===== config.mk =====
export PLATFORM = sky130hd
export DESIGN_NAME = memory_stage_flat
export DESIGN_NICKNAME = d
export VERILOG_FILES = /design/src/rtl/memory_stage_pkg.sv /design/src/rtl/mem_to_wb_if.sv /design/src/rtl/memory_stage_load_extend.sv /design/src/rtl/memory_stage.sv /design/src/flat_wrapper.sv
export SDC_FILE = /design/constraint.sdc
export NUM_CORES = 1
export LEC_CHECK = 0
export ABC_AREA = 1
export CORE_ASPECT_RATIO = 0.6
export CORE_MARGIN = 1.5
export CORE_UTILIZATION = 40
export DETAILED_ROUTE_END_ITERATION = 6
export HOLD_SLACK_MARGIN = 0.08
export PLACE_DENSITY_LB_ADDON = 0.05
export SLEW_MARGIN = 20
export SYNTH_ARGS = -nofsm -noshare
export SYNTH_HDL_FRONTEND = slang
export SYNTH_SLANG_ARGS = --single-unit

===== constraint.sdc =====
create_clock -name clk -period 4.1 [get_ports clk]
set_input_delay 0.82 -clock clk [delete_from_list [all_inputs] [get_ports clk]]
set_output_delay 0.82 -clock clk [all_outputs]
set_load 0.05 [all_outputs]

===== src/rtl/memory_stage_pkg.sv =====
// Shared types and helpers for the memory stage.
// Size constants follow the load/store funct3 encoding.
package memory_stage_pkg;

  typedef logic [31:0] data_t;

  typedef enum logic [1:0] {
    RES_ALU = 2'd0,
    RES_MEM = 2'd1,
    RES_PC4 = 2'd2
  } result_src_t;

  typedef enum logic [1:0] {
    MEM_OP_NONE  = 2'd0,
    MEM_OP_LOAD  = 2'd1,
    MEM_OP_STORE = 2'd2
  } mem_op_t;

  typedef enum logic {
    ST_IDLE   = 1'b0,
    ST_ACCESS = 1'b1
  } mem_state_t;

  localparam logic [2:0] MEM_SIZE_B  = 3'b000;
  localparam logic [2:0] MEM_SIZE_H  = 3'b001;
  localparam logic [2:0] MEM_SIZE_W  = 3'b010;
  localparam logic [2:0] MEM_SIZE_BU = 3'b100;
  localparam logic [2:0] MEM_SIZE_HU = 3'b101;

  function automatic logic [3:0] store_strb(
    input logic [1:0] sz,
    input logic [1:0] lo
  );
    unique case (sz)
      2'b00:   return 4'b0001 << lo;
      2'b01:   return 4'b0011 << {lo[1], 1'b0};
      default: return 4'b1111;
    endcase
  endfunction

  function automatic data_t store_data(
    input logic [1:0] sz,
    input data_t      wd
  );
    unique case (sz)
      2'b00:   return {4{wd[7:0]}};
      2'b01:   return {2{wd[15:0]}};
      default: return wd;
    endcase
  endfunction

endpackage


===== src/rtl/mem_to_wb_if.sv =====
// Memory-to-write-back bundle.
// The memory stage drives it through to_write_back.
interface mem_to_wb_if;
  import memory_stage_pkg::*;

  result_src_t cfsm__result_src;
  data_t       read_data;
  data_t       alu_result;
  logic [4:0]  rd;

  modport to_write_back (
    output cfsm__result_src, read_data, alu_result, rd
  );

  modport from_memory (
    input cfsm__result_src, read_data, alu_result, rd
  );
endinterface


===== src/rtl/memory_stage_load_extend.sv =====
// Load lane select with sign/zero extension.
// Misaligned halves fall back to the aligned lane.
module load_extend
  import memory_stage_pkg::*;
(
  input  logic [2:0] funct3,
  input  logic [1:0] addr,
  input  data_t      rdata,
  output data_t      ext
);

  logic [7:0]  b;
  logic [15:0] h;

  always_comb begin
    b = rdata[{addr, 3'b000} +: 8];
    h = addr[1] ? rdata[31:16] : rdata[15:0];
    case (funct3)
      MEM_SIZE_B:  ext = {{24{b[7]}}, b};
      MEM_SIZE_H:  ext = {{16{h[15]}}, h};
      MEM_SIZE_BU: ext = {24'b0, b};
      MEM_SIZE_HU: ext = {16'b0, h};
      default:     ext = rdata;
    endcase
  end

endmodule


===== src/rtl/memory_stage.sv =====
// Memory stage: one bus access in flight, stalls execute meanwhile.
// Define MEM_MISALIGN_TRAP_EN to fault misaligned H/W accesses.
module memory_stage
  import memory_stage_pkg::*;
#(
  parameter int MAX_WAIT = 255
) (
  input  logic        clk,
  input  logic        reset_n,
  input  logic        ex_valid,
  output logic        ex_ready,
  input  mem_op_t     ex_mem_op,
  input  logic [2:0]  ex_funct3,
  input  data_t       ex_alu_result,
  input  data_t       ex_write_data,
  input  logic [4:0]  ex_rd,
  input  result_src_t ex_result_src,
  output logic        mem_req,
  output logic        mem_we,
  output logic [31:0] mem_addr,
  output logic [31:0] mem_wdata,
  output logic [3:0]  mem_wstrb,
  input  logic        mem_ack,
  input  logic [31:0] mem_rdata,
  mem_to_wb_if.to_write_back wb,
  output logic        wb_valid,
  output logic        mem_fault
);

  localparam logic [31:0] CNT_MAX = 32'(MAX_WAIT - 1);

  mem_state_t  state_q, state_d;
  logic [31:0] cnt_q, cnt_d;
  logic        req_q, req_d;
  logic        we_q, we_d;
  logic [31:0] addr_q, addr_d;
  logic [31:0] wdata_q, wdata_d;
  logic [3:0]  wstrb_q, wstrb_d;
  logic [2:0]  f3_q, f3_d;
  logic [1:0]  alo_q, alo_d;
  data_t       i_alu_q, i_alu_d;
  logic [4:0]  i_rd_q, i_rd_d;
  result_src_t i_src_q, i_src_d;
  data_t       wb_alu_q, wb_alu_d;
  data_t       wb_rdata_q, wb_rdata_d;
  logic [4:0]  wb_rd_q, wb_rd_d;
  result_src_t wb_src_q, wb_src_d;
  logic        wb_valid_q, wb_valid_d;
  logic        fault_q, fault_d;
  logic        misalign;
  logic        is_store;
  data_t       ld_ext;

  load_extend u_load_extend (
    .funct3 (f3_q),
    .addr   (alo_q),
    .rdata  (mem_rdata),
    .ext    (ld_ext)
  );

`ifdef MEM_MISALIGN_TRAP_EN
  assign misalign = (ex_mem_op != MEM_OP_NONE) &&
    (((ex_funct3[1:0] == 2'b01) && ex_alu_result[0]) ||
     ((ex_funct3[1:0] == 2'b10) && (ex_alu_result[1:0] != 2'b00)));
`else
  assign misalign = 1'b0;
`endif

  assign is_store = (ex_mem_op == MEM_OP_STORE);
  assign ex_ready = (state_q == ST_IDLE);

  always_comb begin
    state_d    = state_q;
    cnt_d      = cnt_q;
    req_d      = req_q;
    we_d       = we_q;
    addr_d     = addr_q;
    wdata_d    = wdata_q;
    wstrb_d    = wstrb_q;
    f3_d       = f3_q;
    alo_d      = alo_q;
    i_alu_d    = i_alu_q;
    i_rd_d     = i_rd_q;
    i_src_d    = i_src_q;
    wb_alu_d   = wb_alu_q;
    wb_rdata_d = wb_rdata_q;
    wb_rd_d    = wb_rd_q;
    wb_src_d   = wb_src_q;
    wb_valid_d = 1'b0;
    fault_d    = 1'b0;
    case (state_q)
      ST_IDLE: begin
        if (ex_valid) begin
          f3_d    = ex_funct3;
          alo_d   = ex_alu_result[1:0];
          i_alu_d = ex_alu_result;
          i_rd_d  = ex_rd;
          i_src_d = ex_result_src;
          if (ex_mem_op == MEM_OP_NONE || misalign) begin
            wb_alu_d   = ex_alu_result;
            wb_rd_d    = misalign ? 5'd0 : ex_rd;
            wb_src_d   = ex_result_src;
            wb_rdata_d = '0;
            wb_valid_d = 1'b1;
            fault_d    = misalign;
          end else begin
            state_d = ST_ACCESS;
            cnt_d   = '0;
            req_d   = 1'b1;
            we_d    = is_store;
            addr_d  = {ex_alu_result[31:2], 2'b00};
            wdata_d = is_store ?
              store_data(ex_funct3[1:0], ex_write_data) : '0;
            wstrb_d = is_store ?
              store_strb(ex_funct3[1:0], ex_alu_result[1:0]) : 4'b0;
          end
        end
      end
      default: begin
        if (mem_ack) begin
          state_d    = ST_IDLE;
          req_d      = 1'b0;
          we_d       = 1'b0;
          wb_alu_d   = i_alu_q;
          wb_rd_d    = i_rd_q;
          wb_src_d   = i_src_q;
          wb_rdata_d = we_q ? '0 : ld_ext;
          wb_valid_d = 1'b1;
        end else if (MAX_WAIT != 0 && cnt_q == CNT_MAX) begin
          // abandoned access: no register write
          state_d    = ST_IDLE;
          req_d      = 1'b0;
          we_d       = 1'b0;
          wb_alu_d   = i_alu_q;
          wb_rd_d    = 5'd0;
          wb_src_d   = i_src_q;
          wb_rdata_d = '0;
          wb_valid_d = 1'b1;
          fault_d    = 1'b1;
        end else begin
          cnt_d = cnt_q + 32'd1;
        end
      end
    endcase
  end

  always_ff @(posedge clk or negedge reset_n) begin
    if (!reset_n) begin
      state_q    <= ST_IDLE;
      cnt_q      <= '0;
      req_q      <= 1'b0;
      we_q       <= 1'b0;
      addr_q     <= '0;
      wdata_q    <= '0;
      wstrb_q    <= '0;
      f3_q       <= '0;
      alo_q      <= '0;
      i_alu_q    <= '0;
      i_rd_q     <= '0;
      i_src_q    <= result_src_t'(2'd0);
      wb_alu_q   <= '0;
      wb_rdata_q <= '0;
      wb_rd_q    <= '0;
      wb_src_q   <= result_src_t'(2'd0);
      wb_valid_q <= 1'b0;
      fault_q    <= 1'b0;
    end else begin
      state_q    <= state_d;
      cnt_q      <= cnt_d;
      req_q      <= req_d;
      we_q       <= we_d;
      addr_q     <= addr_d;
      wdata_q    <= wdata_d;
      wstrb_q    <= wstrb_d;
      f3_q       <= f3_d;
      alo_q      <= alo_d;
      i_alu_q    <= i_alu_d;
      i_rd_q     <= i_rd_d;
      i_src_q    <= i_src_d;
      wb_alu_q   <= wb_alu_d;
      wb_rdata_q <= wb_rdata_d;
      wb_rd_q    <= wb_rd_d;
      wb_src_q   <= wb_src_d;
      wb_valid_q <= wb_valid_d;
      fault_q    <= fault_d;
    end
  end

  assign mem_req   = req_q;
  assign mem_we    = we_q;
  assign mem_addr  = addr_q;
  assign mem_wdata = wdata_q;
  assign mem_wstrb = wstrb_q;
  assign wb_valid  = wb_valid_q;
  assign mem_fault = fault_q;

  assign wb.alu_result       = wb_alu_q;
  assign wb.read_data        = wb_rdata_q;
  assign wb.rd               = wb_rd_q;
  assign wb.cfsm__result_src = wb_src_q;

endmodule


===== src/flat_wrapper.sv =====
// flat-port wrapper written by rule: the top's interface ports become plain ports
module memory_stage_flat import memory_stage_pkg::*;
#(
  parameter int MAX_WAIT = 255
)
  (clk, reset_n, ex_valid, ex_ready, ex_mem_op, ex_funct3, ex_alu_result, ex_write_data, ex_rd, ex_result_src, mem_req, mem_we, mem_addr, mem_wdata, mem_wstrb, mem_ack, mem_rdata, wb_valid, mem_fault, wb_cfsm__result_src, wb_read_data, wb_alu_result, wb_rd);
  mem_to_wb_if wb_i ();
  input  logic clk;
  input  logic reset_n;
  input  logic ex_valid;
  output logic ex_ready;
  input  mem_op_t ex_mem_op;
  input  logic [2:0] ex_funct3;
  input  data_t ex_alu_result;
  input  data_t ex_write_data;
  input  logic [4:0] ex_rd;
  input  result_src_t ex_result_src;
  output logic mem_req;
  output logic mem_we;
  output logic [31:0] mem_addr;
  output logic [31:0] mem_wdata;
  output logic [3:0] mem_wstrb;
  input  logic mem_ack;
  input  logic [31:0] mem_rdata;
  output logic wb_valid;
  output logic mem_fault;
  output wire logic [$bits(wb_i.cfsm__result_src)-1:0] wb_cfsm__result_src;
  output wire logic [$bits(wb_i.read_data)-1:0] wb_read_data;
  output wire logic [$bits(wb_i.alu_result)-1:0] wb_alu_result;
  output wire logic [$bits(wb_i.rd)-1:0] wb_rd;
  assign wb_cfsm__result_src = wb_i.cfsm__result_src;
  assign wb_read_data = wb_i.read_data;
  assign wb_alu_result = wb_i.alu_result;
  assign wb_rd = wb_i.rd;
  memory_stage #(.MAX_WAIT(MAX_WAIT)) u_core (.clk(clk), .reset_n(reset_n), .ex_valid(ex_valid), .ex_ready(ex_ready), .ex_mem_op(ex_mem_op), .ex_funct3(ex_funct3), .ex_alu_result(ex_alu_result), .ex_write_data(ex_write_data), .ex_rd(ex_rd), .ex_result_src(ex_result_src), .mem_req(mem_req), .mem_we(mem_we), .mem_addr(mem_addr), .mem_wdata(mem_wdata), .mem_wstrb(mem_wstrb), .mem_ack(mem_ack), .mem_rdata(mem_rdata), .wb(wb_i), .wb_valid(wb_valid), .mem_fault(mem_fault));
endmodule

Word level (Yosys, flattened, before mapping):

Cells that the tools add are included.

* add/sub/neg operators: 1
* muxes and demuxes: 52
* bitwise gates (word level): 2
* shifts and indexed selects: 3
* reductions and logical operators: 10
* equal/unequal tests: 10

Operators by type and width (count)
* $mux 32: 17
* $pmux 32 s4: 1
* $pmux 32 s2: 1
* $add 32x1->32 const B: 1
* $eq 32x8->1 const B: 1
* $shiftx 32x6->8: 1
* $mux 5: 5
* $mux 1: 20
* $mux 16: 1
* $mux 2: 5
* $reduce_and 3->1: 3
* $pmux 4 s2: 1
* $eq 3x3->1 const B: 2
* $logic_not 2->1: 2
* $mux 4: 1
* $ne 2x2->1 const B: 2
* $reduce_and 4->1: 1
* $reduce_bool 2->1: 2
* $shl 1x2->4 const A: 1
* $shl 2x2->4 const A: 1
* $eq 3x1->1 const B: 1
* $logic_not 3->1: 1
* $ne 3x3->1 const B: 1
* $eq 2x1->1 const B: 1
* other kinds (4): 5

* bits in registers: 218
* output and inout port bits: 144

Depth between registers and ports, before layout:

* word-level depth: 5
* depth in mapped cells: 12

Cells and area by module:

From an unflattened synthesis, not the netlist that was laid out.

* cell total of the unflattened synthesis: 1490
* area, all modules: 11055.6 um^2

Modules (own cells, without submodules)
* memory_stage: cells an instance 1296, area each 10000.8 um^2, times used 1, sequential area each 5405.2 um^2
* load_extend: cells an instance 194, area each 1054.8 um^2, times used 1, sequential area each 0.0 um^2

Worst setup path after synthesis:

OpenSTA, ideal clock, no wires.

* path type: register to output
* from: reg u_core.state_q
* to: out ex_ready
* setup slack: 1985 ps
* data arrival time: 1295 ps
* buffers on the path: 2
* stages on the path, launching flop included: 4
* path through: dfrtp_1 > buf_4 > inv_1 > buf_1

* longest elaborated chain between the ends: 1

RTL lines
* start, declared: RTL line memory_stage.sv:32 `mem_state_t state_q, state_d;`
* start signal, assigned: RTL line memory_stage.sv:168 `state_q <= state_d;`
* $not 1->1 (no line)
* end, declared: RTL line flat_wrapper.sv:11 `output logic ex_ready;`

No other way between the ends.

Final worst setup path:

* from: in ex_valid
* to: reg u_core.wdata_q[31] (netlist: u_core.mem_wdata[31])

* longest elaborated chain between the ends: 1

RTL lines
* start, declared: RTL line flat_wrapper.sv:10 `input logic ex_valid;`
* $reduce_and 3->1 (no line)
* end signal, assigned: RTL line memory_stage.sv:173 `wdata_q <= wdata_d;`
* end, declared: RTL line memory_stage.sv:37 `logic [31:0] wdata_q, wdata_d;`

No other way between the ends.
A chain may end at the register's enable or synchronous reset.

==> impl_metrics.csv <==
group,metric,value,unit
sta,final_tns_setup,0,ns
worst_setup_path,cpLargestDelayFamily,"buffers and inverters",
sta,final_worst_path_cycle_share,69.8,%
cts,cts-root-buf,"sky130_fd_sc_hd__clkbuf_16",
cts,post_cts_resized,0,
sta,fmaxAchievable,349,MHz
cts,clkLatencyLatePin,0.53,ns
sta,timing.max_slew.rel_slack,34.8,%
worst_setup_path,timing.critical_path.required,4.55,ns
yosys,synth_seq_cells,216,
sta,grt_setup_unrepaired,"no",
worst_setup_path,cp-end-kind,"flop",
routing,routed_via_density,5.05,
global_route,globalRouteMet3Util,5.10,%
worst_setup_path,rrSetupSlack,1.45,ns
place,place.gp.congestion,0.969,
global_route,globalRouteMet2Util,33.0,%
cts,cts.sink_count,216,
die,overall_die_area,0.0278,mm²
worst_setup_path,cp_num_buf_inv,3,
global_route,grt_pass1_vias,9297,
yosys,syn_inst,1411,
routing,final_antenna_net_count,0,
routing,drc,0,
worst_setup_path,crit_arrival,3.31,ns
power_and_ir_drop,p_per_area,565,mW/mm²
yosys,synth_edf_count,0,
yosys,synth.largest_area_cell,"sky130_fd_sc_hd__dfrtp_1",
worst_setup_path,cp_cell_sequence,"clkdlybuf4s50_1 > inv_2 > nor2_1 > nand2_1 > inv_1 > o21ai_0 > o21ai_0",
worst_setup_path,setup.worst_path.start_class,"input port",
routing,final_wirelength,34.5,mm
cts,clk_transition_reported_paths,0.06,ns
yosys,synth_top_cell_area_share,50.4,%
sta,fin_ws,1.24,ns
die,num_rows,46,
global_route,first_pass_grt_wire_length,54.4,mm
worst_setup_path,critical_path_class,"in -> reg",
routing,detail_route.iter0.violations,1070,
power_and_ir_drop,leakagePower,0.00665,µW
worst_setup_path,reg2reg_to,"u_core.wb.read_data[0]$_DFFE_PN0P_",
cells_and_area,flip_flop_and_latch_area,0.00541,mm²
global_route,top_usage_layer,"met1",
global_route,antenna_found_initial,0,
yosys,yosys_most_used_dff,"sky130_fd_sc_hd__dfrtp_1",
cells_and_area,synthToLayoutAreaGrowth,32.6,%
power_and_ir_drop,vdd.ir_drop.worst,0.372,mV
cts,hold_buffers,0,
die,initial_util,40.6,%
global_route,grt_max_degree,101,
cells_and_area,multi_input_comb_area,0.00453,mm²
sta,timing_max_transition_violations_final,0,
sta,fin_skew,0.0100,ns
yosys,post_synth_design_cell_area,0.0107,mm²
status,status,"finished, final reports clean",
yosys,postSynth.asyncResetShare,100,%
cts,clk_path_buf_depth,3,
yosys,netlist-cell-type-count,32,
job,max-cap-violations,0,
cells_and_area,diodes,0,
cts,post_cts_repair_timing_setup_buffer_count,0,
yosys,seq_area_frac_synth,50.4,%
worst_setup_path,worst_r2r_path_depth,7,
worst_setup_path,crit_path_frequent_cell,"sky130_fd_sc_hd__o21ai_0",
yosys,synthMostInstantiatedCell,"sky130_fd_sc_hd__nand2_1",
cells_and_area,fillCellCount,2568,
yosys,average_cell_area_after_synthesis,7.59,µm²
yosys,post_synth_main_area_contributors,"sky130_fd_sc_hd__dfrtp_1, sky130_fd_sc_hd__nand2_1, sky130_fd_sc_hd__o21ai_0",
power_and_ir_drop,totalPowerFinal,8030,µW
routing,detailedRoute.firstPassIterationCount,5,
die,die_width,214,µm
sta,tightestPinTransition,0.977,ns
global_route,grt_use_met1,40.4,%
die,die_height,130,µm
place,dpl_worst_slack,0.704,ns
cts,cts_inserted_buffers,23,
yosys,synth.yosys.warnings,0,
die,fp.coreArea,0.0264,mm²
worst_setup_path,worst_path_largest_cell_delay,0.58,ns
global_route,grt.overflow.total,0,
cts,cts_tree,"yes",
cells_and_area,nNetsFinal,1741,
sta,hold_viol_final,0,
routing,num_vias,10116,
cells_and_area,fraction_of_final_layout_cells_sized_beyond_drive_strength_1,5.42,%
routing,wl_per_cell,17.2,µm
place,post-dp-hpwl,24.0,mm
sta,final_setup_fails,0,
worst_setup_path,critical-path-slowest-cell,"sky130_fd_sc_hd__nand2_1",
worst_setup_path,critical_path.max_fanout,22,
worst_setup_path,critical_path.reg2reg.startpoint,"u_core.state_q$_DFF_PN0_",
cts,cts-htree-levels,1,
global_route,groute.usage.overall,24.7,%
sta,timing.final.crit_period,2.86,ns
worst_hold_path,timing.hold.worst.class,"in -> async",
place,io_buffers,253,
yosys,synth_top_cells_by_count,"sky130_fd_sc_hd__nand2_1, sky130_fd_sc_hd__dfrtp_1, sky130_fd_sc_hd__o21ai_0, sky130_fd_sc_hd__nor2_1, sky130_fd_sc_hd__inv_1",
die,pin_count,256,
worst max-delay path by stage:
stage	slack [ns]	to	depth (start not counted)	start
after floorplan	1.99	ex_ready	3	u_core.state_q$_DFF_PN0_
after global routing	0.95	u_core.mem_wdata[12]$_DFFE_PN0P_	7	ex_valid
after detailed placement	0.70	u_core.mem_wdata[26]$_DFFE_PN0P_	7	ex_valid
after global placement	0.84	u_core.mem_wdata[10]$_DFFE_PN0P_	7	ex_valid
after CTS	1.25	u_core.mem_wdata[26]$_DFFE_PN0P_	7	ex_valid
final	1.24	u_core.mem_wdata[31]$_DFFE_PN0P_	7	ex_valid
logic make-up after synthesis:
kind of cell               share of synthesized area, %
and+or+nand+nor                                    29.8
other                                            0.0350
DFF                                                50.4
xor gates and xnor gates                          0.817
AOI/OAI and AO/OA                                  11.3
buffers and inverters                              7.41
adders and majority gates                         0.233
layout make-up:
cell class,instances,share of cell area [%]
Sequential cell,216,38.1
Multi-Input combinational cell,1012,31.9
Timing Repair Buffer,269,18.8
Clock buffer,32,4.50
Tap cell,360,3.17
Inverter,105,2.78
Clock inverter,9,0.819
routing by layer:
| metal | wire length, µm | vias up |
|---|---|---|
| met5 | 0 | - |
| li1 | - | 4956 |
| met3 | 2520 | 30 |
| met4 | 418 | 0 |
| met2 | 13400 | 354 |
| met1 | 18200 | 4776 |
report_power, final:
group	internal [µW]	leakage, µW	switching (µW)
combinational	950	0.00349	2110
sequential	2560	0.00278	290
clock	1230	0.000376	895
worst reg2reg max path, stage by stage (launching register included):
cell                       delay [ns]
sky130_fd_sc_hd__dfrtp_2         0.46
sky130_fd_sc_hd__buf_4           0.62
sky130_fd_sc_hd__nand2_2         0.10
sky130_fd_sc_hd__nor2_1          0.50
sky130_fd_sc_hd__inv_1           0.39
sky130_fd_sc_hd__a21oi_1         0.21
sky130_fd_sc_hd__o221ai_1        0.20
sky130_fd_sc_hd__nand2_1         0.12
cells in the final DEF, fill, tap and decap left out, drive strengths merged, types with 6 or more instances in the layout:
cell type / n
o22ai: 8
a21oi: 22
clkinv: 6
dfrtp: 216
or2: 14
o21ai: 186
xor2: 10
inv: 106
nor2: 122
clkdlybuf4s50: 252
clkbuf: 32
nand4: 39
nand3: 81
nand2: 511
buf: 17
sequential cells by signal (all words and copies together), names as in the netlist, 2 cells and up:
signal / count
u_core.cnt_q: 32
u_core.i_alu_q: 32
u_core.mem_wdata: 32
u_core.wb.alu_result: 32
u_core.wb.read_data: 32
u_core.mem_addr: 30
u_core.i_rd_q: 5
u_core.wb.rd: 5
u_core.mem_wstrb: 4
u_core.f3_q: 3
u_core.i_src_q: 2
u_core.wb.cfsm__result_src: 2
through the flow:
step | utilization (%) | area, µm² | std cells | hold slack, ns
floorplan | - | 10700 | 1412 | 0.453
global placement | 51.0 | 13500 | 1962 | 0.454
detailed placement | 51.0 | 13500 | 1962 | 0.459
CTS | 53.9 | 14200 | 2003 | 0.346
global route | 53.9 | 14200 | 2003 | 0.371
finish | 53.9 | 14200 | 2003 | 0.320
(Power assumes the default switching activity.)
